### src/rtl/hqm_rcfwl_gclk_mesh_seq.sv
`default_nettype none
// ============================================================================
// Module   : hqm_rcfwl_gclk_mesh_seq
// Brief    : Staggered on/off sequencer for global-clock mesh partition gates,
//            aligned to pll_sync after lock, with emergency shutdown on lock loss.
// Revision : 1.0 - initial release
// ============================================================================
module hqm_rcfwl_gclk_mesh_seq #(
    parameter int NUM_PART     = 4,
    parameter int STAGGER      = 8,
    parameter int SYNC_TIMEOUT = 255
) (
    input  logic                clk,
    input  logic                rst,
    input  logic                enable_req,
    input  logic                pll_lock,
    input  logic                pll_sync_in,
    input  logic                err_clr,
    output logic [NUM_PART-1:0] part_en,
    output logic                mesh_ready,
    output logic                sync_err,
    output logic                lock_lost,
    output logic [2:0]          seq_state
);

    localparam logic [2:0] S_IDLE      = 3'd0;
    localparam logic [2:0] S_WAIT_LOCK = 3'd1;
    localparam logic [2:0] S_WAIT_SYNC = 3'd2;
    localparam logic [2:0] S_RAMP_UP   = 3'd3;
    localparam logic [2:0] S_ON        = 3'd4;
    localparam logic [2:0] S_RAMP_DOWN = 3'd5;

    localparam logic [7:0]          C_STEP_LAST = 8'(STAGGER - 1);
    localparam logic [15:0]         C_TMO_LAST  = 16'(SYNC_TIMEOUT - 1);
    localparam logic [NUM_PART-1:0] C_ALL_ON    = '1;
    localparam logic [NUM_PART-1:0] C_ONE       = NUM_PART'(1);

    logic [2:0]          r_state;
    logic [NUM_PART-1:0] r_part_en;
    logic                r_mesh_ready;
    logic                r_sync_err;
    logic                r_lock_lost;
    logic [7:0]          r_step;
    logic [15:0]         r_timer;

    logic                w_active;
    logic                w_lock_drop;
    logic                w_tmo;
    logic                w_step_wrap;
    logic [NUM_PART-1:0] w_pe_up;
    logic [NUM_PART-1:0] w_pe_dn;

    assign w_active    = (r_state == S_RAMP_UP) || (r_state == S_ON) || (r_state == S_RAMP_DOWN);
    assign w_lock_drop = w_active && !pll_lock;
    // A sync arriving on the timeout cycle wins, so the timeout only fires when nothing else moves the FSM.
    assign w_tmo       = (r_state == S_WAIT_SYNC) && enable_req && pll_lock && !pll_sync_in &&
                         (r_timer == C_TMO_LAST);
    assign w_step_wrap = (r_step == C_STEP_LAST);
    assign w_pe_up     = {r_part_en[NUM_PART-2:0], 1'b1};
    assign w_pe_dn     = {1'b0, r_part_en[NUM_PART-1:1]};

    always_ff @(posedge clk) begin
        if (rst) begin
            r_state      <= S_IDLE;
            r_part_en    <= '0;
            r_mesh_ready <= 1'b0;
            r_sync_err   <= 1'b0;
            r_lock_lost  <= 1'b0;
            r_step       <= '0;
            r_timer      <= '0;
        end else begin
            if (w_tmo)
                r_sync_err <= 1'b1;
            else if (err_clr)
                r_sync_err <= 1'b0;

            if (w_lock_drop)
                r_lock_lost <= 1'b1;
            else if (err_clr)
                r_lock_lost <= 1'b0;

            if (w_lock_drop) begin
                r_part_en    <= '0;
                r_mesh_ready <= 1'b0;
                r_step       <= '0;
                r_timer      <= '0;
                r_state      <= enable_req ? S_WAIT_LOCK : S_IDLE;
            end else begin
                case (r_state)
                    S_IDLE: begin
                        if (enable_req)
                            r_state <= S_WAIT_LOCK;
                    end
                    S_WAIT_LOCK: begin
                        if (!enable_req) begin
                            r_state <= S_IDLE;
                        end else if (pll_lock) begin
                            r_state <= S_WAIT_SYNC;
                            r_timer <= '0;
                        end
                    end
                    S_WAIT_SYNC: begin
                        if (!enable_req) begin
                            r_state <= S_IDLE;
                        end else if (!pll_lock) begin
                            r_state <= S_WAIT_LOCK;
                        end else if (pll_sync_in) begin
                            r_state   <= S_RAMP_UP;
                            r_part_en <= C_ONE;
                            r_step    <= '0;
                        end else if (w_tmo) begin
                            r_timer <= '0;
                        end else begin
                            r_timer <= r_timer + 16'd1;
                        end
                    end
                    S_RAMP_UP: begin
                        if (!enable_req) begin
                            r_part_en <= w_pe_dn;
                            r_step    <= '0;
                            r_state   <= (w_pe_dn == '0) ? S_IDLE : S_RAMP_DOWN;
                        end else if (r_part_en == C_ALL_ON) begin
                            r_state      <= S_ON;
                            r_mesh_ready <= 1'b1;
                        end else if (w_step_wrap) begin
                            r_part_en <= w_pe_up;
                            r_step    <= '0;
                        end else begin
                            r_step <= r_step + 8'd1;
                        end
                    end
                    S_ON: begin
                        if (!enable_req) begin
                            r_state      <= S_RAMP_DOWN;
                            r_mesh_ready <= 1'b0;
                            r_part_en    <= w_pe_dn;
                            r_step       <= '0;
                        end
                    end
                    S_RAMP_DOWN: begin
                        // enable_req is deliberately ignored here; a restart must go back through IDLE.
                        if (w_step_wrap) begin
                            r_part_en <= w_pe_dn;
                            r_step    <= '0;
                            if (w_pe_dn == '0)
                                r_state <= S_IDLE;
                        end else begin
                            r_step <= r_step + 8'd1;
                        end
                    end
                    default: begin
                        r_state      <= S_IDLE;
                        r_part_en    <= '0;
                        r_mesh_ready <= 1'b0;
                    end
                endcase
            end
        end
    end

    assign part_en    = r_part_en;
    assign mesh_ready = r_mesh_ready;
    assign sync_err   = r_sync_err;
    assign lock_lost  = r_lock_lost;
    assign seq_state  = r_state;

    a_part_en_thermo: assert property (@(posedge clk) disable iff (rst)
        ((r_part_en & (r_part_en + C_ONE)) == '0));
    a_ready_all_on: assert property (@(posedge clk) disable iff (rst)
        (!r_mesh_ready || (r_part_en == C_ALL_ON)));

endmodule
`default_nettype wire

### config.mk
export PLATFORM = sky130hd
export DESIGN_NAME = hqm_rcfwl_gclk_mesh_seq
export DESIGN_NICKNAME = d
export VERILOG_FILES = /design/src/rtl/hqm_rcfwl_gclk_mesh_seq.sv
export SDC_FILE = /design/constraint.sdc
export NUM_CORES = 1
export LEC_CHECK = 0
export CAP_MARGIN = 40
export CELL_PAD_IN_SITES_DETAIL_PLACEMENT = 0
export CELL_PAD_IN_SITES_GLOBAL_PLACEMENT = 2
export CORE_MARGIN = 4
export CORE_UTILIZATION = 32
export CTS_CLUSTER_SIZE = 28
export DETAILED_ROUTE_END_ITERATION = 8
export GPL_ROUTABILITY_DRIVEN = 0
export HOLD_SLACK_MARGIN = 0.05
export PLACE_DENSITY_LB_ADDON = 0.15
export REMOVE_ABC_BUFFERS = 1
export SYNTH_ARGS = -nofsm -noshare
export SYNTH_HDL_FRONTEND = slang
export SYNTH_SLANG_ARGS = --single-unit
### constraint.sdc
create_clock -name clk -period 1.7 [get_ports clk]
set_clock_uncertainty 0.15 [all_clocks]
set_input_delay 0.255 -clock clk [delete_from_list [all_inputs] [get_ports clk]]
set_output_delay 0.255 -clock clk [all_outputs]
set_load 0.005 [all_outputs]
==> impl_metrics.tcl, run 1 <==
set metrics [dict create \
    endpoint_kind "flip-flop" \
    p_leak_nw 1.40 \
    violations "setup timing" \
    fin_area_um2 3650 \
    n_fill_cell 596 \
    fp.dieW_um 90.8 \
    cts-hold-fix-buffers 0 \
    ys.flop_type "dfxtp_1" \
    path_clk_slew_ns 0.08 \
    cts_made_buffers 5 \
    max-clock-path-buffers 2 \
    die_h_um 90.8 \
    yosysSeqAreaShare 0.310 \
    die_area_um2 8250 \
    setup_violations 31 \
    drive_above_1_share 0.493 \
    antenna_found_initial 0 \
    timing.final.crit_period_ns 1.94 \
    drt-initial-drc-count 59 \
    powerDensity_nw_per_um2 573 \
    slew_violations 0 \
    dr.pass1.iters 4 \
    crit_fanout 7 \
    n_antenna_cell 0 \
    clk-insertion-delay-late_ns 0.30 \
    grt_max_degree 11 \
    cts_root_buf "clkbuf_8" \
    ios 16 \
    relSlewSlack 0.738 \
    core_um2 6490 \
    min_period_over_period 1.14 \
    cts_tree "done" \
    hold_class "reg2reg" \
    status "complete, but fails checks" \
    instances_no_fill 458 \
    clock_sinks 34 \
    place_area_um2 2990 \
    drt-total-wl_um 6730 \
    grt_pass1_wl_um 11400 \
    arrival_ns 2.00 \
    layout_common_cells "buf_4, nand2_1, dfxtp_1" \
    grt_use_total 0.169 \
    place_ws_ns -0.683 \
    hold_violations 0 \
    grt_pass1_vias 2454 \
    start_util 0.338 \
    drc 0 \
    path_class "reg2reg" \
    peakVddDrop_uv 370 \
    cts.htree.levels 2 \
    ys.warnings.count 0 \
    vias 2417 \
    syn_area_per_cell_um2 8.28 \
    rsz0062_at_grt "yes" \
    fmax_mhz 516 \
    wl_per_cell_um 14.7 \
    layout_commonest_cell "buf_4" \
    syn-cell-area_um2 2190 \
    drv_cap 0 \
    dp_hpwl_um 4670 \
    syn2layout_area_growth_pct 66.1 \
    ant_nets 0 \
    synthDistinctLibCells 74 \
    synthArstFlopShare 0 \
    fin_ws_ns -0.236 \
    critPathRequiredTime_ns 1.77 \
    routed_via_density 5.28 \
    synth_edf_count 0 \
    place_inst 427 \
    synth_seq_cells 34 \
    num_rows 29 \
    gr-total-overflow 0 \
    nets 390 \
    worstMarginPinSlew_ns 0.391 \
    syn_inst 265 \
    port_buffers 15 \
    start_kind "flip-flop" \
]
==> critical path, cell delays in order, from the launching register on <==
cell	delay [ns]
dfxtp_4	0.37
buf_6	0.12
nand2b_4	0.16
nor2_4	0.16
o31ai_4	0.09
buf_6	0.14
or4_4	0.49
a31oi_4	0.17
==> sequential cells by signal (all words and copies together), names as in the netlist <==
signal and cells:
sync_err 1, mesh_ready 1, r_timer 16, r_step 8
seq_state 3, part_en 4, lock_lost 1
==> timing repair <==
action / in CTS / in global routing
hold endpoints to repair: 0 / 0
gates resized for setup: 64 / 35
setup endpoints to repair: 38 / 36
pin swaps: 35 / 10
setup buffers: 19 / 8
gates cloned: 1 / 0
==> cells in the mapped netlist, drive strengths merged (4+ instances only) <==
master,instances,area share
or4,6,0.022
buf,13,0.051
nor4,5,0.014
nor3,9,0.026
nand3,23,0.052
inv,6,0.010
a31oi,8,0.026
o22ai,4,0.017
nand2,27,0.046
nor2,24,0.046
and4,4,0.017
nor2b,4,0.011
o31ai,6,0.023
o21ai,8,0.020
dfxtp,34,0.31
xnor2,4,0.016
a21oi,16,0.038
o211ai,4,0.016
==> layer usage <==
layer / share of wire / global-route usage / wire [µm] / vias to the layer above
met3: 0.031 / 0.0350 / 207 / 16
met4: 0.024 / 0.0766 / 161 / 0
met5: 0 / 0 / 0 / -
met2: 0.50 / 0.292 / 3390 / 26
met1: 0.44 / 0.202 / 2970 / 1139
li1: - / - / - / 1236
==> power breakdown <==
group	switching, mW	internal, mW
registers	0.0253	0.811
logic	0.306	0.348
clock network	0.317	0.283
==> layout make-up <==
class | instances | area (µm²) | share of cell area
multi-input cells | 209 | 1660 | 0.455
inverters | 6 | 22.5 | 0.00618
clock buffers | 7 | 76.3 | 0.0209
repair buffers | 125 | 1090 | 0.300
well taps | 77 | 96.3 | 0.0264
flip-flops and latches | 34 | 699 | 0.192
==> cell families after synthesis <==
group,Yosys count,share of synthesized area
multiplexers,2,0.00969
buffers and inverters,22,0.0661
flip-flops,34,0.310
XOR/XNOR,4,0.0160
adder cells (fa/ha/maj),3,0.0171
AO/OA/AOI/OAI,71,0.248
AND/OR/NAND/NOR,129,0.333
==> final timing paths <==
| check | endpoint | slack [ns] | cells past startpoint | from |
|---|---|---|---|---|
| worst max register to register | r_timer[10] | -0.24 | 7 | seq_state[2] |
| worst min register to register | lock_lost | 0.34 | 2 | lock_lost |
| worst min-delay path | lock_lost | 0.34 | 2 | lock_lost |
| worst max-delay path | r_timer[10] | -0.24 | 7 | seq_state[2] |
==> metrics by stage <==
step | util | setup TNS [ns] | power [mW] | hold slack, ns
3_3_place_gp | 0.460 | -17.62 | 1.32 | 0.316
6_report | 0.561 | -3.99 | 2.09 | 0.338
5_1_grt | 0.561 | -7.05 | 2.21 | 0.367
3_5_place_dp | 0.460 | -18.62 | 1.33 | 0.325
4_1_cts | 0.527 | -3.72 | 2.03 | 0.342
2_1_floorplan | - | -13.88 | 1.06 | 0.177
Power figures use the tool's default switching activity.
==> inputs of run 2 (changes only) <==
--- a/config.mk
+++ b/config.mk
@@ -5,11 +5,12 @@
 export SDC_FILE = /design/constraint.sdc
 export NUM_CORES = 1
 export LEC_CHECK = 0
+export ABC_AREA = 1
 export CAP_MARGIN = 40
 export CELL_PAD_IN_SITES_DETAIL_PLACEMENT = 0
 export CELL_PAD_IN_SITES_GLOBAL_PLACEMENT = 2
 export CORE_MARGIN = 4
-export CORE_UTILIZATION = 32
+export CORE_UTILIZATION = 29
 export CTS_CLUSTER_SIZE = 28
 export DETAILED_ROUTE_END_ITERATION = 8
 export GPL_ROUTABILITY_DRIVEN = 0
==> impl_metrics.tcl, run 2 <==
set metrics [dict create \
    arrival_ns 1.71 \
    wl_met2_um 3270 \
    min_period_over_period 0.965 \
    route.met3.wl_um 197 \
    max_stage_delay_ns 0.38 \
    dr.pass1.iters 4 \
    synth_top_area_share 0.306 \
    synthDistinctLibCells 35 \
    powerDensity_nw_per_um2 1150 \
    drv_cap 0 \
    largest_reg_flops 16 \
    drt-met1-wl_um 3270 \
    setup_tns_ns 0 \
    syn_area_per_cell_um2 6.27 \
    p_leak_nw 1.42 \
    routed_via_density 4.61 \
    slew_violations 0 \
    layout_common_cells "nand2_1, buf_4, nor2_1" \
    cts_made_buffers 5 \
    cts-hold-fix-buffers 0 \
    path_class "reg2reg" \
    hold_slack_ns 0.312 \
    endpoint_kind "flip-flop" \
    top_register "r_timer" \
    fp.dieW_um 95.5 \
    n_antenna_cell 0 \
    syn-cell-area_um2 2220 \
    max-clock-path-buffers 2 \
    syn_inst 354 \
    clk-insertion-delay-late_ns 0.30 \
    synthArstFlopShare 0 \
    yosys.cell_count.top_type "nand2_1" \
    critPathRequiredTime_ns 1.77 \
    cts.htree.levels 2 \
    grt_use_total 0.158 \
    rsz0062_at_grt "yes" \
    slowest_stage "dfxtp_4" \
    finalCoreUtilization 0.435 \
    fmax_mhz 610 \
    drt-total-wl_um 6800 \
    ys.flop_type "dfxtp_1" \
    path_clk_slew_ns 0.07 \
    yosysSeqAreaShare 0.306 \
    drc 0 \
    hold_violations 0 \
    drt-initial-drc-count 89 \
    ys.warnings.count 0 \
    drive_above_1_share 0.273 \
    clock_sinks 34 \
    cts_root_buf "clkbuf_8" \
    start_kind "flip-flop" \
    synth_edf_count 0 \
    die_area_um2 9120 \
    ant_nets 0 \
    relSlewSlack 0.795 \
    yosys-top-cells-area "dfxtp_1, nand2_1, a21oi_1" \
    start_util 0.303 \
    wl_per_cell_um 12.7 \
    synth_top_cells_by_count "nand2_1, nor2_1, inv_1" \
    syn2layout_area_growth_pct 43.6 \
    nets 444 \
    n_fill_cell 775 \
    layout_commonest_cell "nand2_1" \
    crit_family "simple AND/OR/NAND/NOR gates" \
    peakVddDrop_uv 466 \
    num_rows 31 \
    gr-total-overflow 0 \
    grt_pass1_wl_um 11200 \
    timing.final.crit_period_ns 1.64 \
    yosys.area.top_type "dfxtp_1" \
    core_um2 7330 \
    cts_tree "done" \
    ios 16 \
    hold_class "reg2reg" \
    vias 2469 \
    dp_hpwl_um 5150 \
    port_buffers 15 \
    die_h_um 95.5 \
    grt_max_degree 13 \
    setup_violations 0 \
    crit_fanout 8 \
    synth_seq_cells 34 \
    crit_buf_inv 1 \
    worstMarginPinSlew_ns 0.305 \
    path_cells "buf_6 -> nand3_4 -> nor2_2 -> and2_4 -> nor2_8 -> nand2_8 -> or2_0 -> a21oi_1" \
    status "complete, no violations" \
    antenna_found_initial 0 \
    grt_pass1_vias 2349 \
    highest_layer "met4" \
]
run 2: changes by cell type in the layout (fill, tap and decap cells not counted), moves of 5 or more:
| cell | before | now |
|---|---|---|
| a21oi_1 | 11 | 33 |
| nand2_4 | 0 | 6 |
| nand3_1 | 17 | 25 |
| o21ai_0 | 3 | 9 |
| nand4_1 | 3 | 18 |
| nor2_2 | 3 | 8 |
| a31oi_1 | 6 | 1 |
| buf_6 | 21 | 2 |
| nand2_1 | 25 | 88 |
| inv_1 | 5 | 37 |
| nor2_1 | 19 | 39 |
| buf_4 | 85 | 62 |
run 2: tightest hold or removal path, cell delays in order, from the launching register on:
cell and delay, ns:
dfxtp_1 0.31, nand2_1 0.06, a21oi_1 0.05
run 2: layout make-up:
type / count / area, µm² / area share
Tap cell: 99 / 124 / 0.0388
Clock buffer: 8 / 110 / 0.0345
Inverter: 45 / 179 / 0.0561
Timing Repair Buffer: 79 / 649 / 0.204
Sequential cell: 34 / 694 / 0.218
Timing Repair inverter: 1 / 5.00 / 0.00157
Multi-Input combinational cell: 269 / 1430 / 0.448
run 2: through the flow:
step           power (mW)  cells  cell area, µm²  setup WS [ns]
4_1_cts              3.50    531            3030        0.00311
6_report             3.65    535            3190         0.0595
2_1_floorplan        1.96    348            2180        -0.0462
3_5_place_dp         2.73    523            2910         -0.297
3_3_place_gp         2.74    523            2910         -0.248
5_1_grt              3.97    535            3190        -0.0424
run 2: final timing paths:
| kind | start | to | slack [ns] | cells after the start |
|---|---|---|---|---|
| worst min register to register | mesh_ready | mesh_ready | 0.31 | 2 |
| worst min-delay path | mesh_ready | mesh_ready | 0.31 | 2 |
| worst max register to register | seq_state[0] | r_step[3] | 0.06 | 8 |
| worst max-delay path | seq_state[0] | r_step[3] | 0.06 | 8 |
run 2: power breakdown:
part / switching (mW) / internal (mW) / total (mW)
logic: 1.06 / 0.844 / 1.91
registers: 0.112 / 0.910 / 1.02
clock network: 0.317 / 0.410 / 0.727
run 2: layer usage:
| metal | global-route usage | vias to the layer above |
|---|---|---|
| li1 | - | 1324 |
| met1 | 0.208 | 1112 |
| met2 | 0.261 | 26 |
| met3 | 0.0316 | 7 |
| met4 | 0.0474 | 0 |
| met5 | 0 | - |
run 2: cells by family after synthesis:
family / after synthesis / synth area share
xor+xnor: 3 / 0.0118
simple gates: 211 / 0.443
fa+ha+maj: 3 / 0.0169
compound gates: 52 / 0.125
flops: 34 / 0.306
buf+inv: 51 / 0.0969
run 2: timing repair:
action | CTS | global route
cloned | 0 | 1
pin swaps | 0 | 7
setup endpoints to repair | 11 | 29
buffers inserted | 0 | 4
gates resized for setup | 8 | 38
==> inputs of run 3 (changes only) <==
--- a/config.mk
+++ b/config.mk
@@ -5,12 +5,12 @@
 export SDC_FILE = /design/constraint.sdc
 export NUM_CORES = 1
 export LEC_CHECK = 0
-export ABC_AREA = 1
+export ABC_CLOCK_PERIOD_IN_PS = 1700
 export CAP_MARGIN = 40
 export CELL_PAD_IN_SITES_DETAIL_PLACEMENT = 0
 export CELL_PAD_IN_SITES_GLOBAL_PLACEMENT = 2
 export CORE_MARGIN = 4
-export CORE_UTILIZATION = 29
+export CORE_UTILIZATION = 32
 export CTS_CLUSTER_SIZE = 28
 export DETAILED_ROUTE_END_ITERATION = 8
 export GPL_ROUTABILITY_DRIVEN = 0
==> results of run 3 <==
Same layout as run 1: the final DEF is identical, and so are final timing and power.
